`config.mk`:
```
export PLATFORM = sky130hd
export DESIGN_NAME = inst_decode
export DESIGN_NICKNAME = d
export VERILOG_FILES = /design/src/rtl/rv32i_pkg.sv /design/src/rtl/reg_file.sv /design/src/rtl/inst_decode.sv
export SDC_FILE = /design/constraint.sdc
export NUM_CORES = 2
export LEC_CHECK = 0
export CAP_MARGIN = 40
export CORE_UTILIZATION = 45
export DETAILED_ROUTE_END_ITERATION = 8
export GPL_ROUTABILITY_DRIVEN = 1
export GPL_TIMING_DRIVEN = 0
export HOLD_SLACK_MARGIN = 0.15
export SYNTH_ARGS = -nofsm -noshare
export SYNTH_HDL_FRONTEND = slang
export SYNTH_HIERARCHICAL = 1
export SYNTH_SLANG_ARGS = --single-unit
```
`constraint.sdc`:
```
create_clock -name CLK -period 2.63 [get_ports CLK]
set_input_delay 0.526 -clock CLK [delete_from_list [all_inputs] [get_ports CLK]]
set_output_delay 0.526 -clock CLK [all_outputs]
set_load 0.03 [all_outputs]
```
`src/rtl/rv32i_pkg.sv`:
```
// RV32I opcode and immediate-format definitions shared by the decode and execute stages.
package rv32i_pkg;

  localparam int XLEN  = 32;
  localparam int REG_W = 5;

  localparam logic [6:0] OP_LUI      = 7'b0110111;
  localparam logic [6:0] OP_AUIPC    = 7'b0010111;
  localparam logic [6:0] OP_JAL      = 7'b1101111;
  localparam logic [6:0] OP_JALR     = 7'b1100111;
  localparam logic [6:0] OP_BRANCH   = 7'b1100011;
  localparam logic [6:0] OP_LOAD     = 7'b0000011;
  localparam logic [6:0] OP_STORE    = 7'b0100011;
  localparam logic [6:0] OP_IMM      = 7'b0010011;
  localparam logic [6:0] OP_OP       = 7'b0110011;
  localparam logic [6:0] OP_MISC_MEM = 7'b0001111;
  localparam logic [6:0] OP_SYSTEM   = 7'b1110011;

  typedef enum logic [2:0] {
    FMT_NONE,
    FMT_I,
    FMT_S,
    FMT_B,
    FMT_U,
    FMT_J
  } imm_fmt_e;

  function automatic imm_fmt_e imm_fmt(input logic [6:0] op);
    case (op)
      OP_LOAD, OP_IMM, OP_JALR, OP_SYSTEM: imm_fmt = FMT_I;
      OP_STORE:                            imm_fmt = FMT_S;
      OP_BRANCH:                           imm_fmt = FMT_B;
      OP_LUI, OP_AUIPC:                    imm_fmt = FMT_U;
      OP_JAL:                              imm_fmt = FMT_J;
      default:                             imm_fmt = FMT_NONE;
    endcase
  endfunction

  function automatic logic is_legal_op(input logic [6:0] op);
    case (op)
      OP_LUI, OP_AUIPC, OP_JAL, OP_JALR, OP_BRANCH, OP_LOAD,
      OP_STORE, OP_IMM, OP_OP, OP_MISC_MEM, OP_SYSTEM: is_legal_op = 1'b1;
      default:                                         is_legal_op = 1'b0;
    endcase
  endfunction

endpackage

```
`src/rtl/reg_file.sv`:
```
// 32x32 integer register file: two async read ports, one sync write port,
// same-cycle write-through bypass, x0 hardwired to zero.
module reg_file
  import rv32i_pkg::*;
(
  input  logic             CLK,
  input  logic             RST,
  input  logic [REG_W-1:0] RS1,
  input  logic [REG_W-1:0] RS2,
  output logic [XLEN-1:0]  RS1_DATA,
  output logic [XLEN-1:0]  RS2_DATA,
  input  logic             W_VALID,
  input  logic [REG_W-1:0] W_RD,
  input  logic [XLEN-1:0]  W_DATA
);

  logic [XLEN-1:0] regs [32];
  logic            wr_en;

  assign wr_en = W_VALID && (W_RD != '0);

  always_ff @(posedge CLK) begin
    if (RST) begin
      for (int i = 0; i < 32; i++) regs[i] <= '0;
    end else if (wr_en) begin
      regs[W_RD] <= W_DATA;
    end
  end

  // Bypass lets decode see a value the writeback stage is committing this cycle.
  always_comb begin
    RS1_DATA = regs[RS1];
    if (RS1 == '0)                   RS1_DATA = '0;
    else if (wr_en && (W_RD == RS1)) RS1_DATA = W_DATA;
  end

  always_comb begin
    RS2_DATA = regs[RS2];
    if (RS2 == '0)                   RS2_DATA = '0;
    else if (wr_en && (W_RD == RS2)) RS2_DATA = W_DATA;
  end

endmodule

```
`src/rtl/inst_decode.sv`:
```
// RV32I decode stage: field split, immediate generation and operand read,
// registered into one pipeline stage with stall, flush and held-operand refresh.
module inst_decode
  import rv32i_pkg::*;
(
  input  logic             CLK,
  input  logic             RST,
  input  logic             STALL,
  input  logic             FLUSH,
  input  logic [XLEN-1:0]  I_PC,
  input  logic [XLEN-1:0]  I_INST,
  input  logic             I_VALID,
  input  logic             W_VALID,
  input  logic [REG_W-1:0] W_RD,
  input  logic [XLEN-1:0]  W_DATA,
  output logic             D_VALID,
  output logic [XLEN-1:0]  D_PC,
  output logic [XLEN-1:0]  D_INST,
  output logic [6:0]       D_OPCODE,
  output logic [REG_W-1:0] D_RD,
  output logic [REG_W-1:0] D_RS1,
  output logic [REG_W-1:0] D_RS2,
  output logic [2:0]       D_FUNCT3,
  output logic [6:0]       D_FUNCT7,
  output logic [XLEN-1:0]  D_IMM,
  output logic [XLEN-1:0]  D_RS1_DATA,
  output logic [XLEN-1:0]  D_RS2_DATA,
  output logic             D_ILLEGAL
);

  logic [6:0]        opcode;
  logic [REG_W-1:0]  rs1_idx;
  logic [REG_W-1:0]  rs2_idx;
  logic [XLEN-1:0]   rs1_rdata;
  logic [XLEN-1:0]   rs2_rdata;
  logic signed [XLEN-1:0] imm;
  logic              held_wr;

  function automatic logic signed [XLEN-1:0] build_imm(input imm_fmt_e fmt,
                                                       input logic [XLEN-1:0] i);
    case (fmt)
      FMT_I:   build_imm = {{20{i[31]}}, i[31:20]};
      FMT_S:   build_imm = {{20{i[31]}}, i[31:25], i[11:7]};
      FMT_B:   build_imm = {{19{i[31]}}, i[31], i[7], i[30:25], i[11:8], 1'b0};
      FMT_U:   build_imm = {i[31:12], 12'h000};
      FMT_J:   build_imm = {{11{i[31]}}, i[31], i[19:12], i[20], i[30:21], 1'b0};
      default: build_imm = '0;
    endcase
  endfunction

  assign opcode  = I_INST[6:0];
  assign rs1_idx = I_INST[19:15];
  assign rs2_idx = I_INST[24:20];
  assign imm     = build_imm(imm_fmt(opcode), I_INST);
  assign held_wr = W_VALID && (W_RD != '0);

  reg_file u_reg_file (
    .CLK      (CLK),
    .RST      (RST),
    .RS1      (rs1_idx),
    .RS2      (rs2_idx),
    .RS1_DATA (rs1_rdata),
    .RS2_DATA (rs2_rdata),
    .W_VALID  (W_VALID),
    .W_RD     (W_RD),
    .W_DATA   (W_DATA)
  );

  // Decode -> execute pipeline register
  always_ff @(posedge CLK) begin
    if (RST) begin
      D_VALID    <= 1'b0;
      D_PC       <= '0;
      D_INST     <= '0;
      D_OPCODE   <= '0;
      D_RD       <= '0;
      D_RS1      <= '0;
      D_RS2      <= '0;
      D_FUNCT3   <= '0;
      D_FUNCT7   <= '0;
      D_IMM      <= '0;
      D_RS1_DATA <= '0;
      D_RS2_DATA <= '0;
      D_ILLEGAL  <= 1'b0;
    end else if (!STALL) begin
      D_VALID    <= I_VALID && !FLUSH;
      D_PC       <= I_PC;
      D_INST     <= I_INST;
      D_OPCODE   <= opcode;
      D_RD       <= I_INST[11:7];
      D_RS1      <= rs1_idx;
      D_RS2      <= rs2_idx;
      D_FUNCT3   <= I_INST[14:12];
      D_FUNCT7   <= I_INST[31:25];
      D_IMM      <= imm;
      D_RS1_DATA <= rs1_rdata;
      D_RS2_DATA <= rs2_rdata;
      D_ILLEGAL  <= !is_legal_op(opcode);
    end else if (FLUSH) begin
      D_VALID <= 1'b0;
    end else begin
      // A stalled instruction must not keep an operand that writeback just replaced.
      if (held_wr && (W_RD == D_RS1)) D_RS1_DATA <= W_DATA;
      if (held_wr && (W_RD == D_RS2)) D_RS2_DATA <= W_DATA;
    end
  end

endmodule

```
**After elaboration in Yosys (flattened, before gate mapping)**

Memories as Yosys holds them, arrays and structs flattened.
Cells that the tools add are included.

- Flip-flop bits (word level): 194
- Memory bits (writable): 1,024
- Input bits: 107
- Logic and storage cells: 80
- Memories: 1

- Equal/unequal tests: 24
- Multiplexer cells: 25
- Reductions and logical operators: 17

Memory list:

| name | depth | bits a word | rd ports | clocked after memory_dff | write ports | RTL line | source |
|---|---|---|---|---|---|---|---|
| u_reg_file.regs | 32 | 32 | 2 | 0 | 32 | reg_file.sv:17 | `logic [XLEN-1:0] regs [32];` |

Operators by type and width:

| cell | count |
|---|---|
| $mux W32 | 11 |
| $pmux W32 S5 | 1 |
| $reduce_or A32 Y1 | 1 |
| $eq A7 B7 Y1 const B | 4 |
| $eq A7 B6 Y1 const B | 3 |
| $eq A5 B5 Y1 | 4 |
| $pmux W3 S5 | 1 |
| $eq A7 B5 Y1 const B | 2 |
| $mux W1 | 11 |
| $reduce_or A11 Y1 | 1 |
| $logic_not A5 Y1 | 2 |
| $eq A7 B2 Y1 const B | 1 |
| $eq A7 B4 Y1 const B | 1 |
| $eq A3 B2 Y1 const B | 2 |
| $eq A3 B3 Y1 const B | 2 |
| $logic_and A1 B1 Y1 | 6 |
| $ne A2 B1 Y1 const B | 3 |
| $mux W5 | 1 |
| $reduce_bool A5 Y1 | 1 |
| $reduce_and A2 Y1 | 2 |
| $reduce_or A4 Y1 | 1 |
| $eq A3 B1 Y1 const B | 1 |
| $logic_not A1 Y1 | 2 |
| $ne A2 B2 Y1 const B | 1 |
| $reduce_or A2 Y1 | 1 |

**Longest topological paths before layout**

- Word-level depth: 7
- Gate-level depth with buffers: 12
- Gate-level depth less buffers: 7

**By module**

The synthesis kept the hierarchy.

Modules (own cells, without submodules):

| module | times used | cells an instance | area an instance (µm²) | seq. area each (µm²) |
|---|---|---|---|---|
| reg_file | 1 | 3,918 | 55,723.4 | 30,749.5 |
| inst_decode | 1 | 782 | 6,822.8 | 3,243.1 |

**Worst setup path after synthesis**

No wires, ideal clock.

- Path type: in2reg
- From: in I_INST[15]
- To: reg D_RS1_DATA[6]
- Library setup time: 142 ps
- Data arrival time: 2,358 ps
- Data required time: 2,488 ps
- Path slack: 130 ps
- Stages on the path: 10
- Path buffers: 4
- Cells stage by stage: buf_2 buf_6 buf_6 buf_2 mux4_2 a22oi_1 nand2_1 a32o_1 nor2_1 a311oi_1

- Longest elaborated chain between the ends: 5

RTL lines:

| item | RTL line | source |
|---|---|---|
| start: declaration | inst_decode.sv:11 | `input logic [XLEN-1:0] I_INST,` |
| branches (longest 3 deep; another with $mem_v2 Z32 W32) | - |  |
| $mux W32 (*) | reg_file.sv:33 | `if (RS1 == '0) RS1_DATA = '0;` |
| via rs1_rdata[6] | inst_decode.sv:34 | `logic [XLEN-1:0] rs1_rdata;` |
| $mux W32 (*) | inst_decode.sv:85 | `end else if (!STALL) begin` |
| end signal: assignment | inst_decode.sv:96 | `D_RS1_DATA <= rs1_rdata;` |
| end: declaration | inst_decode.sv:26 | `output logic [XLEN-1:0] D_RS1_DATA,` |

Mark *: on every way through the listed nets, which the timed path passes.
A chain may end at the register's enable or synchronous reset.

==> run_results.csv <==
group,metric,value,unit
worst_setup_path,setup.worst_path.end_class,"flop",
detailed_routing,drt_iter0_drc,8159,
cts,clock_sinks,1186,
detailed_routing,routed_wl,281000,um
worst_setup_path,crit_chain,"dlygate4sd2_1, nand4b_1, clkbuf_1, nor2_2, or2_4, buf_12",
yosys,yosys.area_share.simple,14.3,%
worst_setup_path,worst_ep_arrival_time,3280,ps
layout,fillCellCount,11400,
layout,layout-drive-gt1-share,22.0,%
global_routing,grt_pass1_vias,44600,
detailed_routing,via_per_inst,6.63,
pwr,pwr-share-clk,38.8,%
timing,finalMaxSlewViolations,0,
worst_setup_path,crit_required,3170,ps
timing,worst_pin_slew,1090,ps
timing,setup_viol,214,
yosys,avgSynthCellArea,13.3,um2
worst_hold_path,hold_path_class,"in -> reg",
timing,fin_ws,-102,ps
timing,finalHoldViolCount,0,
pwr,power_switching,13.6,mW
floorplanning,die_y,375,um
detailed_routing,drc,0,
global_routing,grt_max_degree,33,
yosys,synth_seq_cells,1186,
detailed_routing,antenna_left,0,
pwr,p_sw_share,27.7,%
yosys,post_synth_fa_ha_maj_area_fraction,0,%
pwr,leakagePower,27.3,nW
yosys,synth_cell_types,82,
layout,syn_to_final_growth,21.6,%
detailed_routing,num_vias,47800,
detailed_routing,dr.pass1.iters,8,
worst_setup_path,worst-path-buf-inv,3,
yosys,synth_top_flop_cell,"edfxtp_1",
layout,multi_input_area,0.0272,mm2
yosys,synthCells,4700,
worst_setup_path,max_stage_delay,830,ps
timing,max_freq,366,MHz
pwr,p_seq_share,45.2,%
floorplanning,start_util,45.4,%
cts,cts_buffers,134,
worst_setup_path,start_kind,"input port",
yosys,synthesis.area,0.0625,mm2
worst_setup_path,cp_max_fo,20,
global_routing,grt_usage,39.3,%
layout,regArea,0.0340,mm2
cts,root_buffer,"clkbuf_16",
timing,timing.final.crit_share,104,%
layout,fin_util,55.2,%
placed_design,portBuffers,296,
cts,cts_tree,"built",
yosys,synth_compound_area_share,6.68,%
global_routing,antenna_found_initial,12,
timing,setup_tns,-8150,ps
pwr,power.density,645,mW/mm2
yosys,async_flop_share,0,%
floorplanning,core,0.138,mm2
pwr,ir_drop,420,uV
detailed_routing,wl_per_cell,39.0,um
yosys,synth_top_area_share,49.2,%
floorplanning,num_rows,136,
worst_setup_path,cp_slowest_cell,"clkbuf_1",
yosys,synthMuxAreaShare,20.4,%
run_status,status,"finished, violations left",
yosys,synth_edf_count,1024,
yosys,synthXorXnorAreaFrac,0.280,%
yosys,ys_warn_count,6,
timing,fin_skew,25.3,ps
yosys,ys_seq_area_share,54.3,%
timing,max-slew-margin-rel,27.3,%
timing,min_period,2730,ps
worst_setup_path,timing_worst_setup_path_type,"in -> reg",
global_routing,grt_overflow,0,
cts,clk_pin_slew,60,ps
cts,cts_buffer_depth,3,
floorplanning,die_area,0.140,mm2
placed_design,dp_hpwl,206000,um
floorplanning,die_w,375,um
yosys,synth_top_family_by_area,"multiplexers",
yosys,yosysTopAreaCell,"edfxtp_1",
run_status,violations,"negative setup slack",
placed_design,gp_congestion,1.08,
pwr,p_int,35.5,mW
cts,htreeDepth,4,
cts,clk_latency,800,ps
layout,nets,5399,
yosys,ys_top_cells_by_area,"edfxtp_1 (49%), mux4_2 (13%), and2_1 (9.6%), mux2i_1 (6.4%), dfxtp_1 (5.2%)",
pwr,p_comb_share,16.1,%
worst_setup_path,crit_family,"buffers and inverters",
run,max_cap_viol_count,0,
floorplanning,pin_count,301,
global_routing,grt_pass1_wl,372000,um
-- Yosys cell counts (all sizes together), types with 48 or more instances --
library cell,number
dfxtp,162
mux2i,403
clkbuf,329
nand2,276
nor3,48
nor2,204
a311oi,65
buf,186
and2,965
a21oi,95
a22oi,73
mux4,367
edfxtp,1024
-- path summary, 6_finish.rpt --
check / from / end / cells past startpoint / slack [ps]
max: RST / u_reg_file/regs[3][27] / 6 / -100
min: I_INST[20] / D_IMM[20] / 2 / 150
max reg2reg: u_reg_file/regs[25][6] / D_RS2_DATA[6] / 6 / 280
min reg2reg: D_IMM[14] / D_IMM[14] / 2 / 440
-- area by class of cell --
| class | count | area share (%) |
|---|---|---|
| clock inverters | 71 | 0.959 |
| well taps | 1794 | 2.95 |
| clock buffers | 173 | 4.75 |
| repair buffers | 428 | 6.32 |
| inverters | 8 | 0.0444 |
| diodes | 6 | 0.0197 |
| multi-input cells | 3022 | 35.8 |
| flip-flops and latches | 1186 | 44.7 |
| plain buffers | 512 | 4.44 |
-- through the flow --
| stage | instances | worst slack (ps) | instance area [um2] | power, mW | hold slack, ps |
|---|---|---|---|---|---|
| finish | 7200 | -102 | 76000 | 49.0 | 152 |
| global route | 7194 | -6.38 | 76000 | 49.9 | 152 |
| CTS | 7164 | -58.3 | 75400 | 48.6 | 228 |
| detailed placement | 6907 | -2570 | 69300 | 29.5 | 440 |
| global placement | 6821 | -2850 | 67900 | 29.2 | 435 |
| floorplan | 4731 | 130 | 62700 | 26.0 | 574 |
-- timing repair --
item / 4_1_cts / 5_1_grt
hold buffers: 3 / 1
endpoints found under the hold margin: 3 / 2
setup endpoints to repair: 2005 / 671
pin swaps: 7 / 7
resized for setup: 466 / 111
buffers inserted: 13 / 27
cloned: 0 / 2
-- power groups by stage --
stage	clock, mW	combinational [mW]	sequential [mW]
after floorplan	0	3.50	22.5
after global placement	0	6.79	22.4
after detailed placement	0	7.04	22.5
after CTS	19.1	7.42	22.1
after global routing	19.8	7.91	22.2
final	19.0	7.87	22.1
-- flip-flops by register name, indices dropped and copies added (netlist names) --
name / flops
D_VALID: 1
D_INST: 32
D_ILLEGAL: 1
D_RS2_DATA: 32
D_RS1_DATA: 32
u_reg_file/regs: 1024
D_IMM: 32
D_PC: 32
-- kinds of logic (layout without fill, tap and decap cells) --
group,count (synthesis),after routing
AND/OR/NAND/NOR,1616,1616
flip-flops,1186,1186
multiplexers,805,805
AO/OA/AOI/OAI,549,549
buffers and inverters,523,1192
XOR/XNOR,20,20
other,1,38
-- routing by layer --
metal  share of wire [%]  global-route usage (%)  up-vias
met5              0.0046                       0        -
met4                 7.3                    25.8        2
met3                  13                    11.1      757
met2                  43                    57.4     3865
met1                  36                    51.1    24200
li1                    -                       -    18900
-- layout by cell type, fill, tap and decap left out, types with 21 or more instances in the layout --
| cell type | instances |
|---|---|
| a32o_1 | 28 |
| clkinv_1 | 25 |
| clkdlybuf4s50_1 | 274 |
| buf_8 | 47 |
| clkbuf_1 | 302 |
| o21ai_0 | 29 |
| buf_12 | 56 |
| mux2i_4 | 21 |
| nor2_1 | 167 |
| mux2i_2 | 21 |
| a221oi_2 | 21 |
| edfxtp_1 | 1024 |
| clkinv_2 | 21 |
| mux2_2 | 35 |
| and2_1 | 964 |
| buf_4 | 96 |
| nor3_1 | 47 |
| o22ai_1 | 39 |
| clkbuf_2 | 40 |
| nand2_1 | 261 |
| a311oi_1 | 61 |
| a22oi_1 | 69 |
| conb_1 | 32 |
| dfxtp_1 | 159 |
| a211oi_1 | 43 |
| mux4_2 | 358 |
| buf_6 | 65 |
| mux2i_1 | 361 |
| or2_4 | 21 |
| clkbuf_16 | 139 |
| o221ai_2 | 21 |
| a21oi_1 | 88 |
| a221o_1 | 23 |
| buf_2 | 33 |
| nor2_2 | 24 |
Power figures use the tool's default switching activity.
